===== src/rtl/crypto_pkg.sv =====
// Shared definitions for the LFSR stream cipher engine.
//   state_t      : frame sequencer states
//   PAD_CHAR_DEF : default pad symbol for preamble/trailer bytes
//   LFSR_TAPS    : catalogue of known-good 8-bit feedback tap masks that
//                  software may hand to the engine
package crypto_pkg;

    typedef enum logic [2:0] {
        IDLE = 3'd0,
        LOAD = 3'd1,
        PRE  = 3'd2,
        MSG  = 3'd3,
        POST = 3'd4,
        DONE = 3'd5
    } state_t;

    localparam logic [7:0] PAD_CHAR_DEF = 8'h20;

    localparam logic [7:0] LFSR_TAPS [8] = '{
        8'he1, 8'hd4, 8'hc6, 8'hb8, 8'hb4, 8'hb2, 8'hfa, 8'hf3
    };

endpackage


===== src/rtl/lfsr_stream_cipher_if.sv =====
// Bus bundle for lfsr_stream_cipher: frame configuration, the input and
// output symbol streams, and frame status.
//   master : the side that configures frames, feeds input and sinks output
//   slave  : the cipher engine
//
// Stream handshake (both directions): a symbol transfers on a rising clock
// edge where valid and ready are both high. A producer holding valid keeps
// its data stable until the transfer happens; ready may depend on valid's
// source state but valid never waits for ready.
interface lfsr_stream_cipher_if #(
    parameter int W  = 8,
    parameter int PL = 6
);
    logic          go;
    logic          mode;
    logic [W-1:0]  taps;
    logic [W-1:0]  seed;
    logic [PL-1:0] pre_len;

    logic          in_valid;
    logic          in_ready;
    logic [W-1:0]  in_data;

    logic          out_valid;
    logic          out_ready;
    logic [W-1:0]  out_data;

    logic          busy;
    logic          done;
    logic          err;

    modport master (
        output go, mode, taps, seed, pre_len,
        output in_valid, in_data, out_ready,
        input  in_ready, out_valid, out_data,
        input  busy, done, err
    );

    modport slave (
        input  go, mode, taps, seed, pre_len,
        input  in_valid, in_data, out_ready,
        output in_ready, out_valid, out_data,
        output busy, done, err
    );
endinterface


===== src/rtl/lfsr_stream_cipher_lfsr_gen.sv =====
// Keystream register for the stream cipher.
//   CLK   : clock
//   start : synchronous active-high reset, clears the register to 0
//   load  : copy seed into the register
//   seed  : initial state
//   step  : advance one position (shift left, parity of state&taps enters LSB)
//   taps  : feedback tap mask
//   state : current keystream symbol
module lfsr_gen #(
    parameter int W = 8
) (
    input  logic         CLK,
    input  logic         start,
    input  logic         load,
    input  logic [W-1:0] seed,
    input  logic         step,
    input  logic [W-1:0] taps,
    output logic [W-1:0] state
);

    always_ff @(posedge CLK) begin
        if (start) begin
            state <= '0;
        end else if (load) begin
            state <= seed;
        end else if (step) begin
            state <= {state[W-2:0], ^(state & taps)};
        end
    end

endmodule


===== src/rtl/lfsr_stream_cipher.sv =====
// LFSR stream cipher engine.
// Encrypt: frames MSG_LEN message symbols between a pre_len-symbol PAD_CHAR
// preamble and a PAD_CHAR trailer up to FRAME_LEN symbols, XORing every frame
// symbol with the keystream. Decrypt: takes FRAME_LEN cipher symbols and
// returns the MSG_LEN recovered message symbols.
// Ports:
//   CLK       : clock
//   start     : synchronous active-high reset
//   bus       : lfsr_stream_cipher_if.slave (config, in/out streams, status)
//   dbg_state : current sequencer state
// Build option: define STRIP_LEAD_EN to make decrypt drop recovered PAD_CHAR
// symbols at the head of the message until the first non-pad symbol.
module lfsr_stream_cipher
    import crypto_pkg::*;
#(
    parameter int           W         = 8,
    parameter int           MSG_LEN   = 41,
    parameter int           FRAME_LEN = 64,
    parameter logic [W-1:0] PAD_CHAR  = W'(PAD_CHAR_DEF)
) (
    input  logic                CLK,
    input  logic                start,
    lfsr_stream_cipher_if.slave bus,
    output state_t              dbg_state
);

    localparam int PL = $clog2(FRAME_LEN);
    localparam int IW = $clog2(FRAME_LEN + 1);
    localparam logic [IW-1:0] FRAME_END = IW'(FRAME_LEN);
    localparam logic [IW-1:0] MSG_LEN_I = IW'(MSG_LEN);
    localparam logic [IW-1:0] MAX_PRE   = IW'(FRAME_LEN - MSG_LEN);

    state_t        state;
    logic          mode_q;
    logic [W-1:0]  taps_q;
    logic [W-1:0]  seed_q;
    logic [PL-1:0] pre_q;
    logic [IW-1:0] idx;
    logic          out_valid_q;
    logic [W-1:0]  out_data_q;
    logic          busy_q;
    logic          done_q;
    logic          err_q;

    logic [W-1:0]  ks;
    logic [IW-1:0] idx_next;
    logic [IW-1:0] pre_end;
    logic [IW-1:0] msg_end;
    logic          beats_left;
    logic          slot_free;
    logic          consumes;
    logic          in_ready;
    logic          in_fire;
    logic          gen_beat;
    logic          beat;
    logic [W-1:0]  rec;
    logic          drop;
    logic          emit;
    logic [W-1:0]  emit_data;
    logic          cfg_bad;

    lfsr_gen #(.W(W)) u_lfsr (
        .CLK   (CLK),
        .start (start),
        .load  (state == LOAD),
        .seed  (seed_q),
        .step  (beat),
        .taps  (taps_q),
        .state (ks)
    );

    assign idx_next = idx + IW'(1);
    assign pre_end  = IW'(pre_q);
    assign msg_end  = pre_end + MSG_LEN_I;
    // POST stays resident after the last beat until the output slot drains.
    assign beats_left = (state == PRE) || (state == MSG) ||
                        ((state == POST) && (idx != FRAME_END));
    assign slot_free  = !out_valid_q || bus.out_ready;

    // Decrypt eats input in every beat; encrypt only during the message.
    assign consumes = beats_left && (mode_q || (state == MSG));
    assign in_ready = consumes && slot_free;
    assign in_fire  = bus.in_valid && in_ready;
    // Encrypt pad beats need only room in the output slot.
    assign gen_beat = beats_left && !mode_q && (state != MSG) && slot_free;
    assign beat     = in_fire || gen_beat;
    assign rec      = bus.in_data ^ ks;

`ifdef STRIP_LEAD_EN
    logic lead_q;

    assign drop = mode_q && (state == MSG) && lead_q && (rec == PAD_CHAR);

    // Cleared by the first non-pad recovered symbol of the message.
    always_ff @(posedge CLK) begin
        if (start) begin
            lead_q <= 1'b0;
        end else if (state == LOAD) begin
            lead_q <= 1'b1;
        end else if ((state == MSG) && in_fire && (rec != PAD_CHAR)) begin
            lead_q <= 1'b0;
        end
    end
`else
    assign drop = 1'b0;
`endif

    assign emit      = gen_beat || (in_fire && (state == MSG) && !drop);
    assign emit_data = gen_beat ? (PAD_CHAR ^ ks) : rec;

    assign cfg_bad = (seed_q == '0) || (pre_q == '0) || (pre_end > MAX_PRE);

    always_ff @(posedge CLK) begin
        if (start) begin
            state       <= IDLE;
            mode_q      <= 1'b0;
            taps_q      <= '0;
            seed_q      <= '0;
            pre_q       <= '0;
            idx         <= '0;
            out_valid_q <= 1'b0;
            out_data_q  <= '0;
            busy_q      <= 1'b0;
            done_q      <= 1'b0;
            err_q       <= 1'b0;
        end else begin
            if (emit) begin
                out_valid_q <= 1'b1;
                out_data_q  <= emit_data;
            end else if (bus.out_ready) begin
                out_valid_q <= 1'b0;
            end

            if (beat) begin
                idx <= idx_next;
            end

            case (state)
                IDLE, DONE: begin
                    if (bus.go) begin
                        state  <= LOAD;
                        mode_q <= bus.mode;
                        taps_q <= bus.taps;
                        seed_q <= bus.seed;
                        pre_q  <= bus.pre_len;
                        busy_q <= 1'b1;
                        done_q <= 1'b0;
                        err_q  <= 1'b0;
                    end
                end
                LOAD: begin
                    idx <= '0;
                    if (cfg_bad) begin
                        state  <= DONE;
                        err_q  <= 1'b1;
                        done_q <= 1'b1;
                        busy_q <= 1'b0;
                    end else begin
                        state <= PRE;
                    end
                end
                PRE: begin
                    if (beat && (idx_next == pre_end)) begin
                        state <= MSG;
                    end
                end
                MSG: begin
                    if (beat && (idx_next == msg_end)) begin
                        state <= POST;
                    end
                end
                POST: begin
                    if ((idx == FRAME_END) && slot_free) begin
                        state  <= DONE;
                        done_q <= 1'b1;
                        busy_q <= 1'b0;
                    end
                end
                default: begin
                    state <= IDLE;
                end
            endcase
        end
    end

    assign bus.in_ready  = in_ready;
    assign bus.out_valid = out_valid_q;
    assign bus.out_data  = out_data_q;
    assign bus.busy      = busy_q;
    assign bus.done      = done_q;
    assign bus.err       = err_q;
    assign dbg_state     = state;

endmodule

===== src/flat_wrapper.sv =====
// flat-port wrapper written by rule: the top's interface ports become plain ports
module lfsr_stream_cipher_flat import crypto_pkg::*;
#(
    parameter int           W         = 8,
    parameter int           MSG_LEN   = 41,
    parameter int           FRAME_LEN = 64,
    parameter logic [W-1:0] PAD_CHAR  = W'(PAD_CHAR_DEF)
)
  (CLK, start, dbg_state, bus_go, bus_mode, bus_taps, bus_seed, bus_pre_len, bus_in_valid, bus_in_data, bus_out_ready, bus_in_ready, bus_out_valid, bus_out_data, bus_busy, bus_done, bus_err);
  lfsr_stream_cipher_if #(.W(W)) bus_i ();
  input  logic CLK;
  input  logic start;
  output state_t dbg_state;
  input wire logic [$bits(bus_i.go)-1:0] bus_go;
  input wire logic [$bits(bus_i.mode)-1:0] bus_mode;
  input wire logic [$bits(bus_i.taps)-1:0] bus_taps;
  input wire logic [$bits(bus_i.seed)-1:0] bus_seed;
  input wire logic [$bits(bus_i.pre_len)-1:0] bus_pre_len;
  input wire logic [$bits(bus_i.in_valid)-1:0] bus_in_valid;
  input wire logic [$bits(bus_i.in_data)-1:0] bus_in_data;
  input wire logic [$bits(bus_i.out_ready)-1:0] bus_out_ready;
  output wire logic [$bits(bus_i.in_ready)-1:0] bus_in_ready;
  output wire logic [$bits(bus_i.out_valid)-1:0] bus_out_valid;
  output wire logic [$bits(bus_i.out_data)-1:0] bus_out_data;
  output wire logic [$bits(bus_i.busy)-1:0] bus_busy;
  output wire logic [$bits(bus_i.done)-1:0] bus_done;
  output wire logic [$bits(bus_i.err)-1:0] bus_err;
  assign bus_i.go = bus_go;
  assign bus_i.mode = bus_mode;
  assign bus_i.taps = bus_taps;
  assign bus_i.seed = bus_seed;
  assign bus_i.pre_len = bus_pre_len;
  assign bus_i.in_valid = bus_in_valid;
  assign bus_i.in_data = bus_in_data;
  assign bus_i.out_ready = bus_out_ready;
  assign bus_in_ready = bus_i.in_ready;
  assign bus_out_valid = bus_i.out_valid;
  assign bus_out_data = bus_i.out_data;
  assign bus_busy = bus_i.busy;
  assign bus_done = bus_i.done;
  assign bus_err = bus_i.err;
  lfsr_stream_cipher #(.W(W), .MSG_LEN(MSG_LEN), .FRAME_LEN(FRAME_LEN), .PAD_CHAR(PAD_CHAR)) u_core (.CLK(CLK), .start(start), .bus(bus_i), .dbg_state(dbg_state));
endmodule

===== config.mk =====
export PLATFORM = sky130hd
export DESIGN_NAME = lfsr_stream_cipher_flat
export DESIGN_NICKNAME = d
export VERILOG_FILES = /design/src/rtl/crypto_pkg.sv /design/src/rtl/lfsr_stream_cipher_if.sv /design/src/rtl/lfsr_stream_cipher_lfsr_gen.sv /design/src/rtl/lfsr_stream_cipher.sv /design/src/flat_wrapper.sv
export SDC_FILE = /design/constraint.sdc
export NUM_CORES = 1
export LEC_CHECK = 0
export CORE_MARGIN = 4
export CORE_UTILIZATION = 44
export DETAILED_ROUTE_END_ITERATION = 12
export GPL_ROUTABILITY_DRIVEN = 0
export GPL_TIMING_DRIVEN = 0
export HOLD_SLACK_MARGIN = 0.02
export PLACE_DENSITY = 0.78
export SLEW_MARGIN = 20
export SYNTH_ARGS = -nofsm -noshare
export SYNTH_HDL_FRONTEND = slang
export SYNTH_SLANG_ARGS = --single-unit
export TNS_END_PERCENT = 20

===== constraint.sdc =====
create_clock -name CLK -period 2.1 [get_ports CLK]
set_input_delay 0.42 -clock CLK [delete_from_list [all_inputs] [get_ports CLK]]
set_output_delay 0.42 -clock CLK [all_outputs]
set_load 0.01 [all_outputs]

==> results of run 1 <==
[power by group]
| group | internal, mW | switching [mW] |
|---|---|---|
| Combinational | 1.09 | 1.27 |
| Sequential | 1.28 | 0.279 |
| Clock | 0.238 | 0.365 |
| Total | 2.61 | 1.91 |
[final timing paths]
path / start / end / slack, ps
hold / removal: u_core.taps_q[2] / u_core.taps_q[2] / 460
setup / recovery: u_core.idx[2] / u_core.dbg_state[0] / -100
hold reg to reg: u_core.taps_q[2] / u_core.taps_q[2] / 460
setup reg to reg: u_core.idx[2] / u_core.dbg_state[0] / -100
[sequential cells by signal, summed over array words and instances, names as in the netlist]
signal / cells
u_core.bus.out_data: 8
u_core.dbg_state: 3
u_core.idx: 7
u_core.pre_q: 6
u_core.taps_q: 8
u_core.bus.err: 1
u_core.bus.busy: 1
u_core.mode_q: 1
u_core.seed_q: 8
u_core.u_lfsr.state: 8
u_core.bus.done: 1
u_core.bus.out_valid: 1
[cell usage in the layout (no fill, tap or decap), types with 2 or more instances in the layout]
master / Yosys / layout
or4_1: 4 / 4
nand2_1: 68 / 68
o31ai_1: 2 / 2
dfxtp_2: 0 / 3
a21oi_4: 0 / 2
dfxtp_4: 0 / 3
inv_1: 11 / 9
mux2i_1: 9 / 9
buf_2: 1 / 2
nand2b_1: 5 / 5
clkbuf_8: 0 / 5
buf_6: 0 / 4
or3_1: 3 / 2
nand3_1: 4 / 4
a31oi_1: 2 / 2
nor3_1: 11 / 8
clkbuf_1: 13 / 11
xor2_1: 11 / 11
buf_4: 6 / 19
nor2b_1: 3 / 2
ha_1: 4 / 2
nor2_2: 1 / 3
xnor2_1: 21 / 20
nor3_2: 0 / 2
clkdlybuf4s50_1: 0 / 50
a21oi_1: 35 / 34
dfxtp_1: 53 / 47
o21ai_0: 5 / 4
nor2_1: 34 / 32
nand3_4: 1 / 2
a211oi_1: 16 / 14
nor3b_1: 2 / 2
o21ai_4: 1 / 2
and3_1: 3 / 3
o21bai_1: 2 / 2
ha_4: 0 / 2
a211oi_2: 0 / 2
clkinv_4: 0 / 2
[cell type report]
type	instances	share of cell area [%]
plain buffers	20	3.16
clock buffers	5	1.77
clock inverters	3	0.580
inverters	11	1.13
multi-input cells	269	46.8
flip-flops and latches	53	27.7
well taps	77	2.48
repair buffers	68	16.4
[timing repair]
item                       CTS  global route
buffers inserted             6            11
gates resized for setup     27            24
hold buffers                 0             0
setup endpoints to repair   36            25
pin swaps                    5            20
[critical path: cells and delay by family, from the launching register on]
family                 cells  cell delay (ps)
and+or+nand+nor            2              950
AOI/OAI and AO/OA          3              710
DFF                        1              320
buffers and inverters      1              140
[layer usage]
layer  routed length [microns]  vias to the layer above
met5                         0                        -
met4                       138                        0
met3                       538                       14
met2                      3310                      100
met1                      3330                     1216
li1                          -                     1348
[logic make-up (layout without fill, tap and decap cells)]
kind of cell	Yosys count	after routing	share of synthesized area [%]
simple gates	145	145	24.4
compound gates	76	76	17.0
flops	53	53	36.9
xor+xnor	35	35	12.0
buf+inv	31	107	4.87
mux	9	9	3.13
fa+ha+maj	4	4	1.74
[stage by stage]
step	TNS, ps	util (%)
final	-119	61.2
after global routing	-1440	61.2
after CTS	-75.3	58.3
after detailed placement	-3780	54.9
after global placement	-2940	54.9
after floorplan	-29.7	-
==> results.md, run 1 <==
* Failing checks: setup timing
* Antenna Violating Nets Remaining at 0
* Final setup vio count at 2
* Register area share after synthesis at 36.9%
* Main synth FF type: dfxtp_1
* First-pass GRT wire length at 11.4 mm
* Synth top cells by count: nand2_1, dfxtp_1, a21oi_1
* Cell taking the most area after synthesis: dfxtp_1
* Average wire per standard cell at 14.4 microns
* Hold path depth at 2
* Clock Tree Buf Depth at 2
* Nets at 468
* Diode count at 0
* Non-Filler Instances at 506
* Pre-CTS WS at -432 ps
* Vias per inst at 5.29
* Io pins at 52
* Grt total ovfl at 0
* Total Power at 4.52 mW
* Post-synth ARST share at 0%
* CP max stage delay at 540 ps
* GR Util met1 at 26.2%
* M2 GR Usage at 28.6%
* Final Hold Viols at 0
* Crit-path slowest cell: or4_1
* Count leader, synth: nand2_1
* Total GRT Usage at 18.7%
* Final worst slack at -96.1 ps
* CTS Buf Count at 5
* Largest net degree at the start of global routing at 18
* Crit path required time at 2350 ps
* Placeable Area at 6350 sq um
* Critical path cell sequence: buf_6, nor4b_4, a311oi_1, o31a_1, or4_1, a31oi_1
* FP Rows at 29
* Starting density of the core at 45.3%
* Final WL at 7.31 mm
* Worst EP arrival at 2450 ps
* IO buf count at 51
* Ys Warns at 0
* Residual DRC at 0
* Reg2Reg Depth at 6
* Mapped Nets at 393
* Initial antenna violation count at 0
* Yosys reg bits at 53
* Cell count after synthesis at 353
* Clock Sinks at 53
* Setup crit end kind: register
* Final min period at 2200 ps
* Multi-input logic area at 1820 sq um
* Reg area at 1080 sq um
* Max-slew violation count at 0
* Post-route design area at 3880 sq um
* Final worst-path cycle share at 105%
* CP max FO at 7
* Share of cells above drive strength 1 at 16.6%
* Full die area at 7900 sq um
* Clock latency at the later pin of the worst-skew pair at 320 ps
* Clk slew on worst S/H paths at 100 ps
* Synth area leaders: dfxtp_1, nand2_1, xnor2_1
* Worst hold path class: reg -> reg
* Critical Path Source Type: register
* Area share of the largest cell type after synthesis at 36.9%
* Root Driver: clkbuf_8
* Leak pwr at 1.46 nW
* F_max at 0.455 GHz
* Avg Cell Area, Syn at 8.15 sq um
* Pwr dens at 1160 nW/um^2
* Post-DP HPWL at 5.13 mm
* Vias at 2678
* Setup CP Type: reg -> reg
* Number of enable flip-flop cells after synthesis at 0
* CTS tree: yes
* Max VDD drop at 0.684 mV
* Chip width at 88.9 microns
* Clock skew at 9.99 ps
* Synth unique cells at 48
* M3 GR Usage at 2.79%
* Worst slew pin tran at 533 ps
* Cell Area, Synth at 2880 sq um
* Drt first-iter violations at 218
* Max-slew headroom at the worst pin at 64.5%
* Status: complete, but fails checks
* Cell area after placement at 3490 sq um
* Max-Cap Viols at 0
* Layout area overhead at 35.1%
* Fillcell total at 558
* Die height at 88.9 microns
* Drt pass-1 iters at 4
* H-tree depth at 2
* Vias in the first global route at 2429
* RSZ-0062 raised after global routing: true
* Gr busiest metal: met2
* Placed cells at 481
* Worst hold slack at 462 ps
No activity file was read; power rests on OpenSTA's default activity.
==> run 2: changes to the inputs <==
--- a/config.mk
+++ b/config.mk
@@ -5,13 +5,15 @@
 export SDC_FILE = /design/constraint.sdc
 export NUM_CORES = 1
 export LEC_CHECK = 0
+export ABC_AREA = 1
 export CORE_MARGIN = 4
 export CORE_UTILIZATION = 44
+export CTS_CLUSTER_SIZE = 8
 export DETAILED_ROUTE_END_ITERATION = 12
 export GPL_ROUTABILITY_DRIVEN = 0
 export GPL_TIMING_DRIVEN = 0
 export HOLD_SLACK_MARGIN = 0.02
-export PLACE_DENSITY = 0.78
+export PLACE_DENSITY = 0.71
 export SLEW_MARGIN = 20
 export SYNTH_ARGS = -nofsm -noshare
 export SYNTH_HDL_FRONTEND = slang
==> results.md, run 2 <==
* Clock latency at the later pin of the worst-skew pair at 310 ps (about the same)
* Status: finished clean
* Ys Warns at 0 (unchanged)
* Cell Area, Synth at 2880 sq um (about the same)
* Fillcell total at 599 (+7.3%)
* Vias in the first global route at 2439 (+0.41%)
* Final Util at 58.0% (-3.2 points)
* Clk slew on worst S/H paths at 100 ps (about the same)
* Clock skew at 9.34 ps (-0.647 ps)
* Leak pwr at 1.54 nW (+5.3%)
* M3 GR Usage at 3.82% (+1.0 points)
* Largest net degree at the start of global routing at 17 (-1)
* Worst slew pin tran at 574 ps (+40.8 ps)
* Final WL at 7.27 mm (-0.53%)
* Total GRT Usage at 18.3% (-0.32 points)
* Most frequent cells in the layout: nand2_1, nor2_1, dfxtp_1
* Worst EP arrival at 2180 ps (-270 ps)
* Pwr dens at 1530 nW/um^2 (+31%)
* Placeable Area at 6350 sq um (unchanged)
* Max VDD drop at 0.760 mV (+11%)
* Io pins at 52 (unchanged)
* Setup CP Type: reg -> reg
* Root Driver: clkbuf_8
* Die height at 88.8 microns (about the same)
* First-pass GRT wire length at 11.4 mm (-0.48%)
* FP Rows at 29 (unchanged)
* Drt first-iter violations at 146 (-33%)
* Antenna Violating Nets Remaining at 0 (unchanged)
* Clock Tree Buf Depth at 2 (unchanged)
* Setup crit end kind: register
* Yosys reg bits at 53 (unchanged)
* Area share of the largest cell type after synthesis at 36.9% (about the same)
* Final setup vio count at 0 (-2)
* Max-slew violation count at 0 (unchanged)
* Max-slew headroom at the worst pin at 61.3% (-3.1 points)
* Register area share after synthesis at 36.9% (about the same)
* Commonest non-fill, non-tap cell in the layout: nand2_1
* Max-Cap Viols at 0 (unchanged)
* Critical Path Source Type: register
* Post-route design area at 3680 sq um (-5.2%)
* CTS Buf Count at 5 (unchanged)
* Count leader, synth: nand2_1
* Layout area overhead at 28.1%
* Critical R2R Launch: u_core.idx[1]
* Post-synth ARST share at 0% (unchanged)
* Nets at 533 (+14%)
* Synth area leaders: dfxtp_1, nand2_1, nor2_1
* Worst Hold Launch: u_core.seed_q[2]
* Crit path required time at 2320 ps (-30 ps)
* IO buf count at 51 (unchanged)
* Cell taking the most area after synthesis: dfxtp_1
* Post-DP HPWL at 5.42 mm (+5.6%)
* Setup TNS at 0 ps (+119 ps)
* H-tree depth at 2 (unchanged)
* Full die area at 7890 sq um (about the same)
* Mapped Nets at 466 (+19%)
* Synth top cells by count: nand2_1, nor2_1, dfxtp_1
* Gr busiest metal: met2
* Final worst-path cycle share at 93.5% (-11 points)
* Synth unique cells at 30 (-38%)
* Drt pass-1 iters at 4 (unchanged)
* Main synth FF type: dfxtp_1
* Average wire per standard cell at 12.7 microns (-12%)
* Total Power at 5.63 mW (+24%)
* Clock Sinks at 53 (unchanged)
* Residual DRC at 0 (unchanged)
* Cell count after synthesis at 426 (+21%)
* Avg Cell Area, Syn at 6.75 sq um (-17%)
* CP max FO at 5 (-2)
* Number of enable flip-flop cells after synthesis at 0 (unchanged)
* Chip width at 88.8 microns (about the same)
* Starting density of the core at 45.3% (about the same)
* Crit path from: u_core.idx[1]
* CTS tree: yes
* Share of cells above drive strength 1 at 9.72% (-6.8 points)
* Cell area after placement at 3480 sq um (-0.18%)
* Vias per inst at 5.03 (-5.0%)
* Grt total ovfl at 0 (unchanged)
* Worst hold path class: reg -> reg
* GR Util met1 at 25.7% (-0.50 points)
* Hold_buf cts at 0 (unchanged)
* Initial antenna violation count at 0 (unchanged)
* F_max at 0.509 GHz (+12%)
* Final min period at 1960 ps (-232 ps)
* Vias at 2870 (+7.2%)
* Diode count at 0 (unchanged)
* M2 GR Usage at 28.3% (-0.34 points)
* Final Hold Viols at 0 (unchanged)
-- run 2: cell count changes after synthesis, moves of 9 or more --
cell / change
a211oi_1: -14
a21oi_1: -9
inv_1: +30
mux2i_1: -9
nand2_1: +30
nand3_1: +26
nor2_1: +33
nor3_1: -9
o21ai_0: +37
-- run 2: cell families (layout without fill, tap and decap cells) --
group	Yosys count	in the layout	synth area share [%]
xor+xnor	19	19	5.79
fa+ha+maj	4	4	1.74
flops	53	53	36.9
compound gates	82	82	15.8
simple gates	211	211	32.0
buf+inv	57	125	7.83
-- run 2: timing repair --
| item | 4_1_cts | 5_1_grt |
|---|---|---|
| pin swaps | 1 | 7 |
| gates resized for setup | 6 | 8 |
| endpoints found under the setup margin | 4 | 34 |
| buffers inserted | 1 | 8 |
-- run 2: layout make-up --
| cell class | count | area, sq um | area share (%) |
|---|---|---|---|
| well taps | 77 | 96.3 | 2.62 |
| flip-flops and latches | 53 | 1070 | 28.9 |
| clock buffers | 6 | 72.6 | 1.97 |
| multi-input cells | 316 | 1610 | 43.7 |
| clock inverters | 2 | 38.8 | 1.05 |
| inverters | 44 | 165 | 4.49 |
| repair buffers | 60 | 573 | 15.6 |
| plain buffers | 13 | 60.1 | 1.63 |
-- run 2: per-layer routing --
metal | share of wire [%] | up-vias
met5 | 0 | -
met4 | 2.3 | 0
met3 | 5.1 | 16
met2 | 44 | 71
met1 | 49 | 1282
li1 | - | 1501
-- run 2: path summary, 6_finish.rpt --
check                              to  cells after the start  slack [ps]
setup / recovery  u_core.dbg_state[0]                     12         140
hold / removal       u_core.seed_q[2]                      2         490
setup reg to reg  u_core.dbg_state[0]                     12         140
hold reg to reg      u_core.seed_q[2]                      2         490
-- run 2: through the flow --
step / instances / setup slack [ps] / hold slack [ps]
2_1_floorplan: 426 / 268 / 437
3_3_place_gp: 554 / -124 / 462
3_5_place_dp: 554 / -134 / 473
4_1_cts: 563 / 7.67 / 487
5_1_grt: 571 / -46.1 / 504
6_report: 571 / 136 / 492
-- run 2: where the power goes --
group,internal (mW),switching [mW],total [mW],leakage [nW]
sequential,1.45,0.366,1.82,0.437
combinational,1.27,1.83,3.10,1.04
clock,0.359,0.346,0.704,0.0554
total,3.08,2.54,5.63,1.54
-- run 2: worst max-delay path: stages (launching register included) --
cell	delay, ps
dfxtp_2	380
inv_2	50
ha_2	380
xnor2_1	130
nand2_1	70
nor2_1	110
nand2_1	50
nor2_1	210
nand3_4	120
a21oi_4	180
nand2_1	70
nor2_1	90
nor2_1	50
==> run 3: changes to the inputs <==
--- a/config.mk
+++ b/config.mk
@@ -5,7 +5,6 @@
 export SDC_FILE = /design/constraint.sdc
 export NUM_CORES = 1
 export LEC_CHECK = 0
-export ABC_AREA = 1
 export CORE_MARGIN = 4
 export CORE_UTILIZATION = 44
 export CTS_CLUSTER_SIZE = 8
@@ -17,5 +16,6 @@
 export SLEW_MARGIN = 20
 export SYNTH_ARGS = -nofsm -noshare
 export SYNTH_HDL_FRONTEND = slang
+export SYNTH_HIERARCHICAL = 1
 export SYNTH_SLANG_ARGS = --single-unit
 export TNS_END_PERCENT = 20
==> results.md, run 3 <==
* Chip width at 89.9 microns (+1.2%)
* Total Power at 4.20 mW (-25%)
* Max-slew headroom at the worst pin at 56.9% (-4.5 points)
* Clock Tree Buf Depth at 2 (unchanged)
* Synth area leaders: dfxtp_1, nand2_1, a21oi_1
* Drt first-iter violations at 226 (+55%)
* Main synth FF type: dfxtp_1
* R2r setup slk at -60 ps (-190 ps)
* Pre-CTS WS at -302 ps (-169 ps)
* Cell taking the most area after synthesis: dfxtp_1
* Most frequent cells in the layout: nand2_1, clkdlybuf4s50_1, dfxtp_1
* Crit path from: u_core/dbg_state[2]
* Avg Cell Area, Syn at 7.74 sq um (+15%)
* Final worst slack at -57.0 ps (-193 ps)
* Vias at 2794 (-2.6%)
* Fillcell total at 586 (-2.2%)
* Worst hold path class: reg -> reg
* Total GRT Usage at 18.2% (-0.10 points)
* F_max at 0.464 GHz (-8.9%)
* Final min period at 2160 ps (+193 ps)
* Antenna Violating Nets Remaining at 0 (unchanged)
* Leak pwr at 1.46 nW (-4.7%)
* Reg2Reg Depth at 9 (-3)
* CTS Buf Count at 5 (unchanged)
* Root Driver: clkbuf_8
* Number of enable flip-flop cells after synthesis at 0 (unchanged)
* Cell count after synthesis at 381 (-11%)
* Synth unique cells at 52 (+73%)
* Post-route design area at 3830 sq um (+4.1%)
* Io pins at 52 (unchanged)
* CP max FO at 8 (+3)
* Worst Hold Launch: u_core/taps_q[7]
* Starting density of the core at 45.9% (+0.64 points)
* Mapped Nets at 421 (-9.7%)
* Largest net degree at the start of global routing at 17 (unchanged)
* Placeable Area at 6420 sq um (+1.1%)
* Final worst-path cycle share at 103% (+9.2 points)
* Setup TNS at -57.0 ps (-57.0 ps)
* Layout area overhead at 30.0%
* Vias in the first global route at 2654 (+8.8%)
* Diode count at 0 (unchanged)
* Ys Warns at 6 (+6)
* Status: complete, but fails checks
* IO buf count at 51 (unchanged)
* Initial antenna violation count at 0 (unchanged)
* FP Rows at 29 (unchanged)
* Final Hold Viols at 0 (unchanged)
* Final WL at 7.55 mm (+3.9%)
* Drt pass-1 iters at 5 (+1)
* Hold path depth at 2 (unchanged)
* Residual DRC at 0 (unchanged)
* Worst slew pin tran at 642 ps (+68.5 ps)
* Synth top cells by count: nand2_1, dfxtp_1, nor2_1
* RSZ-0062 raised after global routing: true
* H-tree depth at 2 (unchanged)
* Grt total ovfl at 0 (unchanged)
* Register area share after synthesis at 36.0% (-0.92 points)
* Clock latency at the later pin of the worst-skew pair at 300 ps (about the same)
* Setup crit end kind: register
* Nets at 485 (-9.0%)
* Placed cells at 509 (-8.1%)
* Share of cells above drive strength 1 at 12.8% (+3.1 points)
* Crit path required time at 2290 ps (-30 ps)
* Max-slew violation count at 0 (unchanged)
* Count leader, synth: nand2_1
* Commonest non-fill, non-tap cell in the layout: nand2_1
* Clk slew on worst S/H paths at 100 ps (about the same)
* FF-to-FF End: u_core/u_lfsr/state[5]
* Clock Sinks at 53 (unchanged)
* Failing checks: setup timing
* Worst hold path endpoint: u_core/taps_q[7]
* Clock skew at 7.36 ps (-1.99 ps)
* Post-synth ARST share at 0% (unchanged)
* Die height at 89.9 microns (+1.2%)
* CTS tree: yes
* Post-DP HPWL at 5.60 mm (+3.4%)
* Area share of the largest cell type after synthesis at 36.0% (-0.92 points)
* Max-Cap Viols at 0 (unchanged)
* Max VDD drop at 0.706 mV (-7.1%)
* Cell Area, Synth at 2950 sq um (+2.6%)
* Setup CP Type: reg -> reg
* Vias per inst at 5.34 (+6.3%)
* Worst EP arrival at 2350 ps (+170 ps)
* Cell area after placement at 3560 sq um (+2.2%)
* Pwr dens at 1090 nW/um^2 (-28%)
* Critical Path Source Type: register
* First-pass GRT wire length at 12.4 mm (+9.3%)
* Critical R2R Launch: u_core/dbg_state[2]
* Non-Filler Instances at 523 (-8.4%)
* Final setup vio count at 1 (+1)
* Average wire per standard cell at 14.4 microns (+13%)
* Full die area at 8080 sq um (+2.3%)
* Yosys reg bits at 53 (unchanged)
* Hold_buf cts at 0 (unchanged)
==> run 3: how the worst max path moves through the flow <==
stage / end / slack (ps) / depth (start not counted)
global placement: u_core/dbg_state[2] / -500 / 8
finish: u_core/u_lfsr/state[5] / -60 / 9
global route: u_core/u_lfsr/state[6] / -120 / 9
CTS: u_core/u_lfsr/state[2] / 2 / 9
detailed placement: u_core/dbg_state[2] / -300 / 8
floorplan: u_core/dbg_state[2] / 20 / 8
==> run 3: stage by stage <==
step                      util (%)  hold slack, ps
after CTS                     58.7             465
final                         59.7             470
after floorplan                  -             436
after global placement        55.4             443
after detailed placement      55.4             451
after global routing          59.7             491
==> run 3: metal layers <==
metal  wire length [microns]  vias up  track usage, %
li1                        -     1419               -
met3                     447        7            3.01
met1                    3600     1270            24.6
met2                    3430       98            30.7
met5                       0        -               0
met4                      75        0            4.21
==> run 3: worst max-delay path, stage by stage, from the launching register on <==
cell,delay [ps]
dfxtp_2,350
or3b_4,380
a31o_1,210
a221oi_2,310
buf_6,170
buf_8,130
mux2i_1,200
nor2_1,70
a21oi_1,150
nor2_1,70
==> run 3: report_power, final <==
group,switching [mW],internal [mW]
registers,0.180,1.21
logic,1.17,0.944
clock network,0.338,0.358
total,1.68,2.51
==> run 3: layout make-up <==
cell class	count	area, sq um	area share [%]
timing repair buffer	58	558	14.6
inverter	13	48.8	1.27
clock buffer	6	72.6	1.89
tap	77	96.3	2.51
clock inverter	2	38.8	1.01
multi-input combinational	290	1810	47.2
sequential	53	1070	28.0
buffer	24	135	3.52
==> run 3: logic make-up after synthesis <==
logic type | after synthesis | share of synthesized area (%)
adder cells (fa/ha/maj) | 4 | 1.70
XOR/XNOR | 34 | 10.6
flip-flops | 53 | 36.0
multiplexers | 8 | 2.72
AND/OR/NAND/NOR | 163 | 25.4
AO/OA/AOI/OAI | 81 | 17.9
buffers and inverters | 38 | 5.73
==> run 3: repair_timing <==
| item | in CTS | in global routing |
|---|---|---|
| gates resized for setup | 26 | 14 |
| endpoints found under the setup margin | 39 | 45 |
| pin swaps | 5 | 3 |
| cloned | 0 | 0 |
| buffers inserted | 6 | 1 |
